## config.mk

```make
export PLATFORM = sky130hd
export DESIGN_NAME = spi_slave_responder_flat
export DESIGN_NICKNAME = d
export VERILOG_FILES = /design/src/rtl/spi_slave_responder_if.sv /design/src/rtl/spi_slave_responder.sv /design/src/flat_wrapper.sv
export SDC_FILE = /design/constraint.sdc
export NUM_CORES = 1
export LEC_CHECK = 0
export BUFFER_PORTS_ARGS = -buffer_cell sky130_fd_sc_hd__buf_4
export CELL_PAD_IN_SITES_DETAIL_PLACEMENT = 1
export CELL_PAD_IN_SITES_GLOBAL_PLACEMENT = 1
export CORE_AREA = 2 2 62 87
export CTS_BUF_LIST = sky130_fd_sc_hd__clkbuf_8 sky130_fd_sc_hd__clkbuf_16
export CTS_CLUSTER_DIAMETER = 100
export CTS_CLUSTER_SIZE = 14
export DETAILED_ROUTE_END_ITERATION = 7
export DIE_AREA = 0 0 64 89
export PLACE_DENSITY_LB_ADDON = 0.1
export SLEW_MARGIN = 10
export SYNTH_ARGS = -nofsm -noshare
export SYNTH_HDL_FRONTEND = slang
export SYNTH_SLANG_ARGS = --single-unit
```

## constraint.sdc

```tcl
create_clock -name CLK -period 2 [get_ports CLK]
set_clock_uncertainty 0.05 [all_clocks]
set_input_delay 0.2 -clock CLK [delete_from_list [all_inputs] [get_ports CLK]]
set_output_delay 0.2 -clock CLK [all_outputs]
set_load 0.02 [all_outputs]
```

## src/rtl/spi_slave_responder_if.sv

```systemverilog
// SPI target bus bundle: external SPI pins plus the local TX/RX control and status.
// The slave modport is the responder's view; the master modport is the view of the SPI master and local logic.
`timescale 1ns/1ps
interface spi_slave_responder_if #(
  parameter int unsigned DATA_WIDTH = 8
);
  logic                  CS;
  logic                  S_CLK;
  logic                  MOSI;
  logic                  MISO;
  logic                  MISO_OE;
  logic [DATA_WIDTH-1:0] TX_DATA;
  logic                  TX_WRITE;
  logic                  TX_READY;
  logic [DATA_WIDTH-1:0] RX_DATA;
  logic                  RX_VALID;
  logic                  RX_ACK;
  logic                  RX_OVERRUN;
  logic                  TX_UNDERRUN;
  logic                  BUSY;

  modport slave (
    input  CS, S_CLK, MOSI, TX_DATA, TX_WRITE, RX_ACK,
    output MISO, MISO_OE, TX_READY, RX_DATA, RX_VALID, RX_OVERRUN, TX_UNDERRUN, BUSY
  );

  modport master (
    output CS, S_CLK, MOSI, TX_DATA, TX_WRITE, RX_ACK,
    input  MISO, MISO_OE, TX_READY, RX_DATA, RX_VALID, RX_OVERRUN, TX_UNDERRUN, BUSY
  );
endinterface

```

## src/rtl/spi_slave_responder.sv

```systemverilog
// SPI mode-0 target. S_CLK, CS and MOSI are oversampled in the CLK domain; MOSI is
// deserialised into RX words while a one-entry TX holding buffer is serialised onto MISO.
// Bit order: MSB first by default; define SPI_SLAVE_LSB_FIRST_EN for LSB first.
`timescale 1ns/1ps
module spi_slave_responder #(
  parameter int unsigned          DATA_WIDTH  = 8,
  parameter int unsigned          SYNC_STAGES = 2,
  parameter logic [DATA_WIDTH-1:0] TX_FILL    = {DATA_WIDTH{1'b1}}
) (
  input  logic                  CLK,
  input  logic                  CLR,
  spi_slave_responder_if.slave  bus
);
  localparam int unsigned CNT_W = $clog2(DATA_WIDTH);

  typedef enum logic [1:0] {IDLE, LOAD, SHIFT} state_t;

  logic [SYNC_STAGES-1:0] s_clk_sync, cs_sync, mosi_sync;
  logic                   s_clk_d, cs_d;
  logic                   s_clk_s, cs_s, mosi_s;
  logic                   s_rise_c, s_fall_c, cs_fall_c;

  state_t                  state;
  logic [CNT_W-1:0]        bit_cnt;
  logic                    reload_q;
  logic [DATA_WIDTH-1:0]   tx_sh, tx_buf, rx_data_q;
  logic [DATA_WIDTH-2:0]   rx_sh;
  logic                    miso_q, miso_oe_q, tx_ready_q, rx_valid_q;
  logic                    rx_overrun_q, tx_underrun_q, busy_q;

  logic [DATA_WIDTH-1:0]   load_word_c, tx_rot_c, rx_next_c;
  logic                    first_bit_c, next_bit_c;
  logic                    word_done_c, load_c, tx_accept_c;

  assign s_clk_s   = s_clk_sync[SYNC_STAGES-1];
  assign cs_s      = cs_sync[SYNC_STAGES-1];
  assign mosi_s    = mosi_sync[SYNC_STAGES-1];
  assign s_rise_c  = s_clk_s & ~s_clk_d;
  assign s_fall_c  = ~s_clk_s & s_clk_d;
  assign cs_fall_c = ~cs_s & cs_d;

  // Synchronise the SPI pins and keep one extra flop for edge detection
  always_ff @(posedge CLK or negedge CLR) begin
    if (!CLR) begin
      s_clk_sync <= '0;
      cs_sync    <= '1;
      mosi_sync  <= '0;
      s_clk_d    <= 1'b0;
      cs_d       <= 1'b1;
    end else begin
      s_clk_sync <= {s_clk_sync[SYNC_STAGES-2:0], bus.S_CLK};
      cs_sync    <= {cs_sync[SYNC_STAGES-2:0], bus.CS};
      mosi_sync  <= {mosi_sync[SYNC_STAGES-2:0], bus.MOSI};
      s_clk_d    <= s_clk_s;
      cs_d       <= cs_s;
    end
  end

  // Bit-order dependent shift helpers; the TX register rotates so MISO is always taken from it
`ifdef SPI_SLAVE_LSB_FIRST_EN
  always_comb begin
    first_bit_c = load_word_c[0];
    tx_rot_c    = {tx_sh[0], tx_sh[DATA_WIDTH-1:1]};
    next_bit_c  = tx_rot_c[0];
    rx_next_c   = {mosi_s, rx_sh};
  end
`else
  always_comb begin
    first_bit_c = load_word_c[DATA_WIDTH-1];
    tx_rot_c    = {tx_sh[DATA_WIDTH-2:0], tx_sh[DATA_WIDTH-1]};
    next_bit_c  = tx_rot_c[DATA_WIDTH-1];
    rx_next_c   = {rx_sh, mosi_s};
  end
`endif

  // Word completion, TX register load events and TX buffer write acceptance
  always_comb begin
    load_word_c = tx_ready_q ? TX_FILL : tx_buf;
    word_done_c = (state == SHIFT) && !cs_s && s_rise_c &&
                  (bit_cnt == CNT_W'(DATA_WIDTH - 1));
    load_c      = (state == LOAD) ||
                  ((state == SHIFT) && !cs_s && s_fall_c && reload_q);
    tx_accept_c = bus.TX_WRITE && tx_ready_q;
  end

  // Transfer FSM with TX buffer, RX status and registered outputs
  always_ff @(posedge CLK or negedge CLR) begin
    if (!CLR) begin
      state         <= IDLE;
      bit_cnt       <= '0;
      reload_q      <= 1'b0;
      tx_sh         <= '0;
      tx_buf        <= '0;
      rx_sh         <= '0;
      rx_data_q     <= '0;
      miso_q        <= 1'b0;
      miso_oe_q     <= 1'b0;
      tx_ready_q    <= 1'b1;
      rx_valid_q    <= 1'b0;
      rx_overrun_q  <= 1'b0;
      tx_underrun_q <= 1'b0;
      busy_q        <= 1'b0;
    end else begin
      // A load drains the buffer; a write in the same cycle refills it afterwards
      if (load_c) tx_ready_q <= 1'b1;
      if (tx_accept_c) begin
        tx_buf        <= bus.TX_DATA;
        tx_ready_q    <= 1'b0;
        tx_underrun_q <= 1'b0;
      end
      if (load_c && tx_ready_q) tx_underrun_q <= 1'b1;

      if (word_done_c) begin
        rx_data_q  <= rx_next_c;
        rx_valid_q <= 1'b1;
        if (rx_valid_q && !bus.RX_ACK) rx_overrun_q <= 1'b1;
      end else if (bus.RX_ACK) begin
        rx_valid_q   <= 1'b0;
        rx_overrun_q <= 1'b0;
      end

      case (state)
        IDLE: begin
          if (cs_fall_c) begin
            state  <= LOAD;
            busy_q <= 1'b1;
          end
        end
        LOAD: begin
          tx_sh     <= load_word_c;
          miso_q    <= first_bit_c;
          miso_oe_q <= 1'b1;
          rx_sh     <= '0;
          bit_cnt   <= '0;
          reload_q  <= 1'b0;
          state     <= SHIFT;
        end
        SHIFT: begin
          if (cs_s) begin
            state     <= IDLE;
            busy_q    <= 1'b0;
            miso_oe_q <= 1'b0;
            bit_cnt   <= '0;
            reload_q  <= 1'b0;
          end else if (s_rise_c) begin
            rx_sh <= rx_next_c[DATA_WIDTH-2:0];
`ifdef SPI_SLAVE_LSB_FIRST_EN
            rx_sh <= rx_next_c[DATA_WIDTH-1:1];
`endif
            if (word_done_c) begin
              bit_cnt  <= '0;
              reload_q <= 1'b1;
            end else begin
              bit_cnt <= bit_cnt + CNT_W'(1);
            end
          end else if (s_fall_c) begin
            if (reload_q) begin
              tx_sh    <= load_word_c;
              miso_q   <= first_bit_c;
              reload_q <= 1'b0;
            end else begin
              tx_sh  <= tx_rot_c;
              miso_q <= next_bit_c;
            end
          end
        end
        default: state <= IDLE;
      endcase
    end
  end

  assign bus.MISO        = miso_q;
  assign bus.MISO_OE     = miso_oe_q;
  assign bus.TX_READY    = tx_ready_q;
  assign bus.RX_DATA     = rx_data_q;
  assign bus.RX_VALID    = rx_valid_q;
  assign bus.RX_OVERRUN  = rx_overrun_q;
  assign bus.TX_UNDERRUN = tx_underrun_q;
  assign bus.BUSY        = busy_q;
endmodule
```

## src/flat_wrapper.sv

```systemverilog
// flat-port wrapper written by rule: the top's interface ports become plain ports
module spi_slave_responder_flat 
#(
  parameter int unsigned          DATA_WIDTH  = 8,
  parameter int unsigned          SYNC_STAGES = 2,
  parameter logic [DATA_WIDTH-1:0] TX_FILL    = {DATA_WIDTH{1'b1}}
)
  (CLK, CLR, bus_CS, bus_S_CLK, bus_MOSI, bus_TX_DATA, bus_TX_WRITE, bus_RX_ACK, bus_MISO, bus_MISO_OE, bus_TX_READY, bus_RX_DATA, bus_RX_VALID, bus_RX_OVERRUN, bus_TX_UNDERRUN, bus_BUSY);
  spi_slave_responder_if #(.DATA_WIDTH(DATA_WIDTH)) bus_i ();
  input  logic CLK;
  input  logic CLR;
  input wire logic [$bits(bus_i.CS)-1:0] bus_CS;
  input wire logic [$bits(bus_i.S_CLK)-1:0] bus_S_CLK;
  input wire logic [$bits(bus_i.MOSI)-1:0] bus_MOSI;
  input wire logic [$bits(bus_i.TX_DATA)-1:0] bus_TX_DATA;
  input wire logic [$bits(bus_i.TX_WRITE)-1:0] bus_TX_WRITE;
  input wire logic [$bits(bus_i.RX_ACK)-1:0] bus_RX_ACK;
  output wire logic [$bits(bus_i.MISO)-1:0] bus_MISO;
  output wire logic [$bits(bus_i.MISO_OE)-1:0] bus_MISO_OE;
  output wire logic [$bits(bus_i.TX_READY)-1:0] bus_TX_READY;
  output wire logic [$bits(bus_i.RX_DATA)-1:0] bus_RX_DATA;
  output wire logic [$bits(bus_i.RX_VALID)-1:0] bus_RX_VALID;
  output wire logic [$bits(bus_i.RX_OVERRUN)-1:0] bus_RX_OVERRUN;
  output wire logic [$bits(bus_i.TX_UNDERRUN)-1:0] bus_TX_UNDERRUN;
  output wire logic [$bits(bus_i.BUSY)-1:0] bus_BUSY;
  assign bus_i.CS = bus_CS;
  assign bus_i.S_CLK = bus_S_CLK;
  assign bus_i.MOSI = bus_MOSI;
  assign bus_i.TX_DATA = bus_TX_DATA;
  assign bus_i.TX_WRITE = bus_TX_WRITE;
  assign bus_i.RX_ACK = bus_RX_ACK;
  assign bus_MISO = bus_i.MISO;
  assign bus_MISO_OE = bus_i.MISO_OE;
  assign bus_TX_READY = bus_i.TX_READY;
  assign bus_RX_DATA = bus_i.RX_DATA;
  assign bus_RX_VALID = bus_i.RX_VALID;
  assign bus_RX_OVERRUN = bus_i.RX_OVERRUN;
  assign bus_TX_UNDERRUN = bus_i.TX_UNDERRUN;
  assign bus_BUSY = bus_i.BUSY;
  spi_slave_responder #(.DATA_WIDTH(DATA_WIDTH), .SYNC_STAGES(SYNC_STAGES), .TX_FILL(TX_FILL)) u_core (.CLK(CLK), .CLR(CLR), .bus(bus_i));
endmodule
```

**Word-level counts from Yosys, hierarchy flattened**

Cells that the tools add are included.

- Equality and inequality tests: 13
- Bitwise operators: 6
- Mux-type cells: 38
- Reduce and logical (&&, ||, !) cells: 25
- Add/subtract/negate cells: 1

Operator list:

| operator | number |
|---|---|
| 8-bit two-way mux | 5 |
| 1-bit two-way mux | 18 |
| 8-bit case mux with 2 select lines | 1 |
| 7-bit two-way mux | 2 |
| 7-bit case mux with 2 select lines | 1 |
| 2-bit nonzero test | 5 |
| 3-bit two-way mux | 3 |
| 3-bit AND reduction | 3 |
| 1-bit logical AND | 8 |
| 2-bit by 1-bit != test with 1-bit output, second input constant | 4 |
| 1-bit case mux with 2 select lines | 4 |
| 2-bit AND reduction | 4 |
| 2-bit != test, second input constant | 3 |
| 2-bit case mux with 3 select lines | 1 |
| 3-bit case mux with 2 select lines | 1 |
| 2-bit two-way mux | 2 |
| 4-bit by 1-bit != test with 1-bit output, second input constant | 1 |
| 4-bit by 3-bit != test with 1-bit output, second input constant | 1 |
| 4-bit AND reduction | 1 |
| 3-bit by 1-bit adder with 3-bit output, second input constant | 1 |
| 1-bit AND | 3 |
| 3-bit == test, second input constant | 1 |
| 3-bit by 1-bit != test with 1-bit output, second input constant | 1 |
| 1-bit NOT | 3 |
| other kinds (5) | 6 |

- Word-level logic and storage cells: 102
- Output and inout bits: 15
- Bits of input ports: 15
- Flip-flop bits (word level): 52

**Depth between registers and ports, before layout**

- Word-level depth: 8
- Gate-level depth with buffers: 6
- Mapped depth without buffers: 5

**Least setup slack after synthesis**

Ideal clock, no wire load.

- Path kind: reg2reg
- Start point: register u_core.state[0]
- End point: register u_core.tx_sh[0]
- Required time: 1.825 ns
- Arrival: 1.493 ns
- Period minus slack after synthesis: 1.668 ns
- Slack: 0.332 ns
- Stages on the path, launching flop included: 7
- Library setup time: 0.125 ns
- Buffers on the path: 1
- Cell sequence: dfrtp_1 > inv_1 > ha_1 > nand2b_1 > buf_4 > a2bb2oi_4 > mux2_2

- Word-level cells in the longest chain between the ends: 3
- Elaborated cells between the ends (all ways): 8
- Those cells by class: 5 x eq/ne; 1 x mux; 2 x reduce/logical

RTL lines:

| what | line | text |
|---|---|---|
| from (decl) | spi_slave_responder.sv:23 | `state_t state;` |
| from (signal assigned) | spi_slave_responder.sv:89 | `state <= IDLE;` |
| from (signal assigned) | spi_slave_responder.sv:125 | `state <= LOAD;` |
| from (signal assigned) | spi_slave_responder.sv:136 | `state <= SHIFT;` |
| 2-bit == test or 2-bit by 1-bit == test with 1-bit output (tied branches) | spi_slave_responder.sv:122 | `case (state)` |
| 2-bit != test (no source line) (tied with other cells) | - |  |
| 4-bit AND reduction (no source line) | - |  |
| to (signal assigned) | spi_slave_responder.sv:130 | `tx_sh <= load_word_c;` |
| to (signal assigned) | spi_slave_responder.sv:158 | `tx_sh <= load_word_c;` |
| to (signal assigned) | spi_slave_responder.sv:162 | `tx_sh <= tx_rot_c;` |
| to (decl) | spi_slave_responder.sv:26 | `logic [DATA_WIDTH-1:0] tx_sh, tx_buf, rx_data_q;` |

Parallel ways exist; a longest one is shown, timed or not.
A chain may end at the register's enable or synchronous reset.

**Final worst setup path**

- Start point: register u_core.state[0]
- End point: register u_core.tx_underrun_q (netlist: u_core.bus.TX_UNDERRUN)

- Word-level cells in the longest chain between the ends: 7
- Elaborated cells between the ends (all ways): 9
- Those cells by class: 2 x eq/ne; 1 x mux; 6 x reduce/logical

RTL lines:

| what | line | text |
|---|---|---|
| 2-bit == test | spi_slave_responder.sv:82 | `((state == SHIFT) && !cs_s && s_fall_c && reload_q);` |
| 1-bit logical AND (3 in a row) | spi_slave_responder.sv:82 |  |
| 1-bit logical OR (*) | spi_slave_responder.sv:81 | `load_c = (state == LOAD) \|\|` |
| 1-bit logical AND (*) | spi_slave_responder.sv:111 | `if (load_c && tx_ready_q) tx_underrun_q <= 1'b1;` |
| 1-bit two-way mux or 2-bit nonzero test (tied branches) | - |  |
| to (signal assigned) | spi_slave_responder.sv:101 | `tx_underrun_q <= 1'b0;` |
| to (signal assigned) | spi_slave_responder.sv:109 | `tx_underrun_q <= 1'b0;` |
| to (signal assigned) | spi_slave_responder.sv:111 |  |
| to (decl) | spi_slave_responder.sv:29 | `logic rx_overrun_q, tx_underrun_q, busy_q;` |

Every way passes the cells marked *; elsewhere a longest branch is shown, timed or not.

==> summary by stage <==
GRT
Entering global routing, the biggest net connects between 50 and 60 pins. The overall routing resource usage is ~18%. The via count of the first global-routing pass is roughly 1700.

The first global-routing pass estimated approximately 7800 um of wire. The initial antenna violation count is 0. The sum of overflow across all layers after global routing is 0.

Floorplan
The count of boundary I/O pins is 30. Once the floorplan was initialized, standard cells occupied between 40% and 50% of the core. The floorplan step defined a core boundary enclosing between 0.004 and 0.005 mm2.

Row generation in the floorplan step produced 30 rows. Measured along the y axis, the die boundary spans just under 90 um. The area enclosed by the die boundary is around 0.0057 mm2. The die span in x is 64 um.

Pwr
The highest ir drop seen on vdd is about 440 uV. Summed over all cells, the static leakage comes to between 1 and 1.5 nW. The power density normalized to cell area is ~1100 mW/mm2.

CTS
The H-tree was split into 2 levels. The root buffer cell is clkbuf_8. The clock transition at the registers of the reported paths is approximately 80 ps.

Counting along the longest clock path gives a buffer depth of 2. In this run, CTS created clock tree buffers numbering 5. TritonCTS built the clock tree.

The clock latency at the later pin of the worst-skew pair is 290 ps. After clock tree synthesis, the setup repair step added 0 buffers. The clock drives 51 sinks.

Final layout
The post-synthesis to final-layout area growth is 19.5%. The library cell used most frequently in the layout, excluding fill and tap cells, is dfrtp_1. The library cells used most frequently in the layout, excluding fill and tap cells, are dfrtp_1 (47), buf_4 (32), mux2_2 (24).

After the last flow step, the layout net total stands at 225. The post-route netlist has a little over a third of its cells at a drive strength greater than 1. Fill cells in the final layout number about 500. The repair_antennas step left the layout with diodes totalling 0.

Worst setup path
Following the worst setup path forward leads to its endpoint at u_core.bus.TX_UNDERRUN$_DFFE_PN0P_. The launch point of the critical path is u_core.state[0]$_DFFE_PN0P_. The reg2reg setup slack is 190 ps. The launch point of the worst reg-to-reg path is u_core.state[0]$_DFFE_PN0P_. In this run the critical register-to-register path is captured at u_core.bus.TX_UNDERRUN$_DFFE_PN0P_. At the worst endpoint, the required time is around 2200 ps. The worst setup path is of the reg -> reg kind. The capturing element type of the critical path is a flip-flop. The maximum fanout encountered on the critical timing path is 8.

The number of cells on the worst reg-to-reg path is 5. The type of origin of the critical path is a flip-flop. STA puts the critical path data arrival time at 1990 ps.

Route
The post-detailed-route wirelength per cell is 16.8 um. The detailed router's first-iteration violation count is 101. The per-cell via count in the routed design is about 5.4. The total number of vias is 1451.

The first detailed-routing pass took 4 iterations. Wires add up to 4520 um. Once detail routing completed, the nets flagged for antenna violations numbered 0. The number of DRC violations after detailed routing is 0.

Timing
The slew at the pin closest to its max-slew limit is between 600 and 700 ps. The share of the clock period used by the worst path is approximately nine tenths. Setup violations remaining at the end of the flow were counted as 0. After routing, the total negative slack on setup checks comes to 0 ps. In this run the tightest slew margin relative to its limit is 57.6%. Setup repair after global routing left no endpoint under its margin. The number of max-slew violations in the final report is 0. The final worst hold slack is roughly 35 ps. The clock period could shrink to between 1500 and 2000 ps. The final-report hold violation count is 0. The maximum operating frequency is 0.552 GHz.

Place
The count of input and output buffers is 29. The final RePlAce weighted congestion is 0.734. Once detailed placement completed, the half-perimeter wirelength came to 3300 um.

Synth
When the netlist entered floorplanning its net count stood at roughly 190. The netlist area before placement is between 0.002 and 0.0025 mm2. The Yosys step of the flow raised 0 warnings. The share of the Yosys chip area taken by registers is approximately 60%. After synthesis, the netlist uses 31 different library cells.

Counting every instance in the synthesized netlist gives 166. A synthesized cell averages around 13 um2. The number of synthesized register bits is between 50 and 60.

Run status
The run finished with clean final reports.

Worst hold path
The path type of the worst min-delay path is in -> reg. The cell depth of the worst hold path is 2.

Job
Across the run, the number of max-cap violations was 0.
## logic make-up after synthesis
family          Yosys count  share of synthesized area (%)
fa+ha+maj                 6                           3.45
simple gates             32                           9.10
compound gates           39                           13.1
mux                      25                           13.0
buf+inv                  13                           2.48
flops                    51                           59.0
## per-stage QoR
| step | power, mW | cell area [um2] | setup WS (ps) | cells | utilization (%) |
|---|---|---|---|---|---|
| 2_1_floorplan | 2.11 | 2170 | 332 | 166 | - |
| 3_3_place_gp | 2.38 | 2470 | 252 | 257 | 51.0 |
| 3_5_place_dp | 2.45 | 2470 | 95.3 | 257 | 51.0 |
| 4_1_cts | 3.00 | 2590 | 90.3 | 269 | 53.5 |
| 5_1_grt | 3.19 | 2600 | 76.9 | 269 | 53.6 |
| 6_report | 2.97 | 2600 | 190 | 269 | 53.6 |
## registers in the layout, indices dropped and copies added, names as in the netlist
register and flops:
u_core.bus.RX_DATA 8, u_core.tx_buf 8, u_core.tx_sh 8, u_core.rx_sh 7, u_core.bit_cnt 3, u_core.cs_sync 2, u_core.mosi_sync 2, u_core.s_clk_sync 2
u_core.state 2, u_core.bus.BUSY 1, u_core.bus.MISO_OE 1, u_core.bus.RX_OVERRUN 1, u_core.bus.RX_VALID 1, u_core.bus.TX_READY 1, u_core.bus.TX_UNDERRUN 1, u_core.cs_d 1
u_core.reload_q 1, u_core.s_clk_d 1
## report_power, final
part / total, mW / leakage, nW / switching, mW / internal [mW]
sequential: 1.43 / 0.632 / 0.161 / 1.26
combinational: 0.999 / 0.500 / 0.519 / 0.481
clock: 0.543 / 0.0505 / 0.307 / 0.236
total: 2.97 / 1.18 / 0.987 / 1.98
## layer usage
layer / vias to the layer above / global-route usage, % / part of all wire (%)
li1: 670 / - / -
met1: 749 / 20.2 / 39
met2: 28 / 34.0 / 57
met3: 4 / 3.53 / 2.8
met4: 0 / 5.53 / 1.0
met5: - / 0 / 0
## synthesized netlist by cell type
cell / number / area, um2
a21o_1: 1 / 7.51
a21oi_1: 9 / 45.0
a22o_1: 10 / 87.6
a22oi_1: 2 / 15.0
a2bb2oi_4: 1 / 26.3
a31oi_1: 1 / 6.26
a32oi_1: 1 / 8.76
a41oi_1: 1 / 8.76
and2b_1: 2 / 15.0
and4bb_2: 1 / 12.5
buf_2: 1 / 5.00
buf_4: 1 / 7.51
clkbuf_1: 3 / 11.3
dfrtp_1: 47 / 1180
dfstp_2: 4 / 105
ha_1: 6 / 75.1
inv_1: 8 / 30.0
mux2_1: 1 / 11.3
mux2_2: 24 / 270
nand2_1: 3 / 11.3
nand2b_1: 5 / 31.3
nand3_2: 1 / 10.0
nor2_1: 9 / 33.8
nor3_2: 1 / 10.0
nor3b_1: 9 / 67.6
nor4_1: 1 / 6.26
o21ai_0: 7 / 35.0
o21ai_1: 1 / 5.00
o22ai_1: 2 / 12.5
o2bb2ai_1: 2 / 17.5
o31a_1: 1 / 8.76
## repair_timing
action,CTS,global route
gates resized for setup,0,2
endpoints found under the setup margin,0,9
hold buffers,4,0
endpoints found under the hold margin,50,0
## worst max-delay path: stages, from the launching register on
cell and delay, ps:
dfrtp_1 440, inv_1 120, ha_2 260, inv_1 130, nor4_1 540, a21o_1 200
## worst min-delay path by stage
| stage | startpoint | to | slack [ps] |
|---|---|---|---|
| 6_report | bus_RX_ACK | u_core.bus.RX_OVERRUN$_DFFE_PN0P_ | 40 |
| 5_1_grt | bus_RX_ACK | u_core.bus.RX_OVERRUN$_DFFE_PN0P_ | 10 |
| 3_3_place_gp | CLR | u_core.tx_buf[3]$_DFFE_PN0P_ | 200 |
| 2_1_floorplan | CLR | u_core.bit_cnt[0]$_DFFE_PN0P_ | -150 |
| 3_5_place_dp | CLR | u_core.tx_buf[7]$_DFFE_PN0P_ | 210 |
| 4_1_cts | bus_RX_ACK | u_core.bus.RX_OVERRUN$_DFFE_PN0P_ | 20 |
## area by class of cell
cell class                      instances  area (um2)  area share [%]
Clock buffer                            5        68.8            2.65
Clock inverter                          3        12.5           0.482
Inverter                                8        30.0            1.16
Multi-Input combinational cell        102         845            32.5
Sequential cell                        51        1280            49.3
Tap cell                               64        80.1            3.08
Timing Repair Buffer                   36         280            10.8
(Power assumes the default switching activity.)
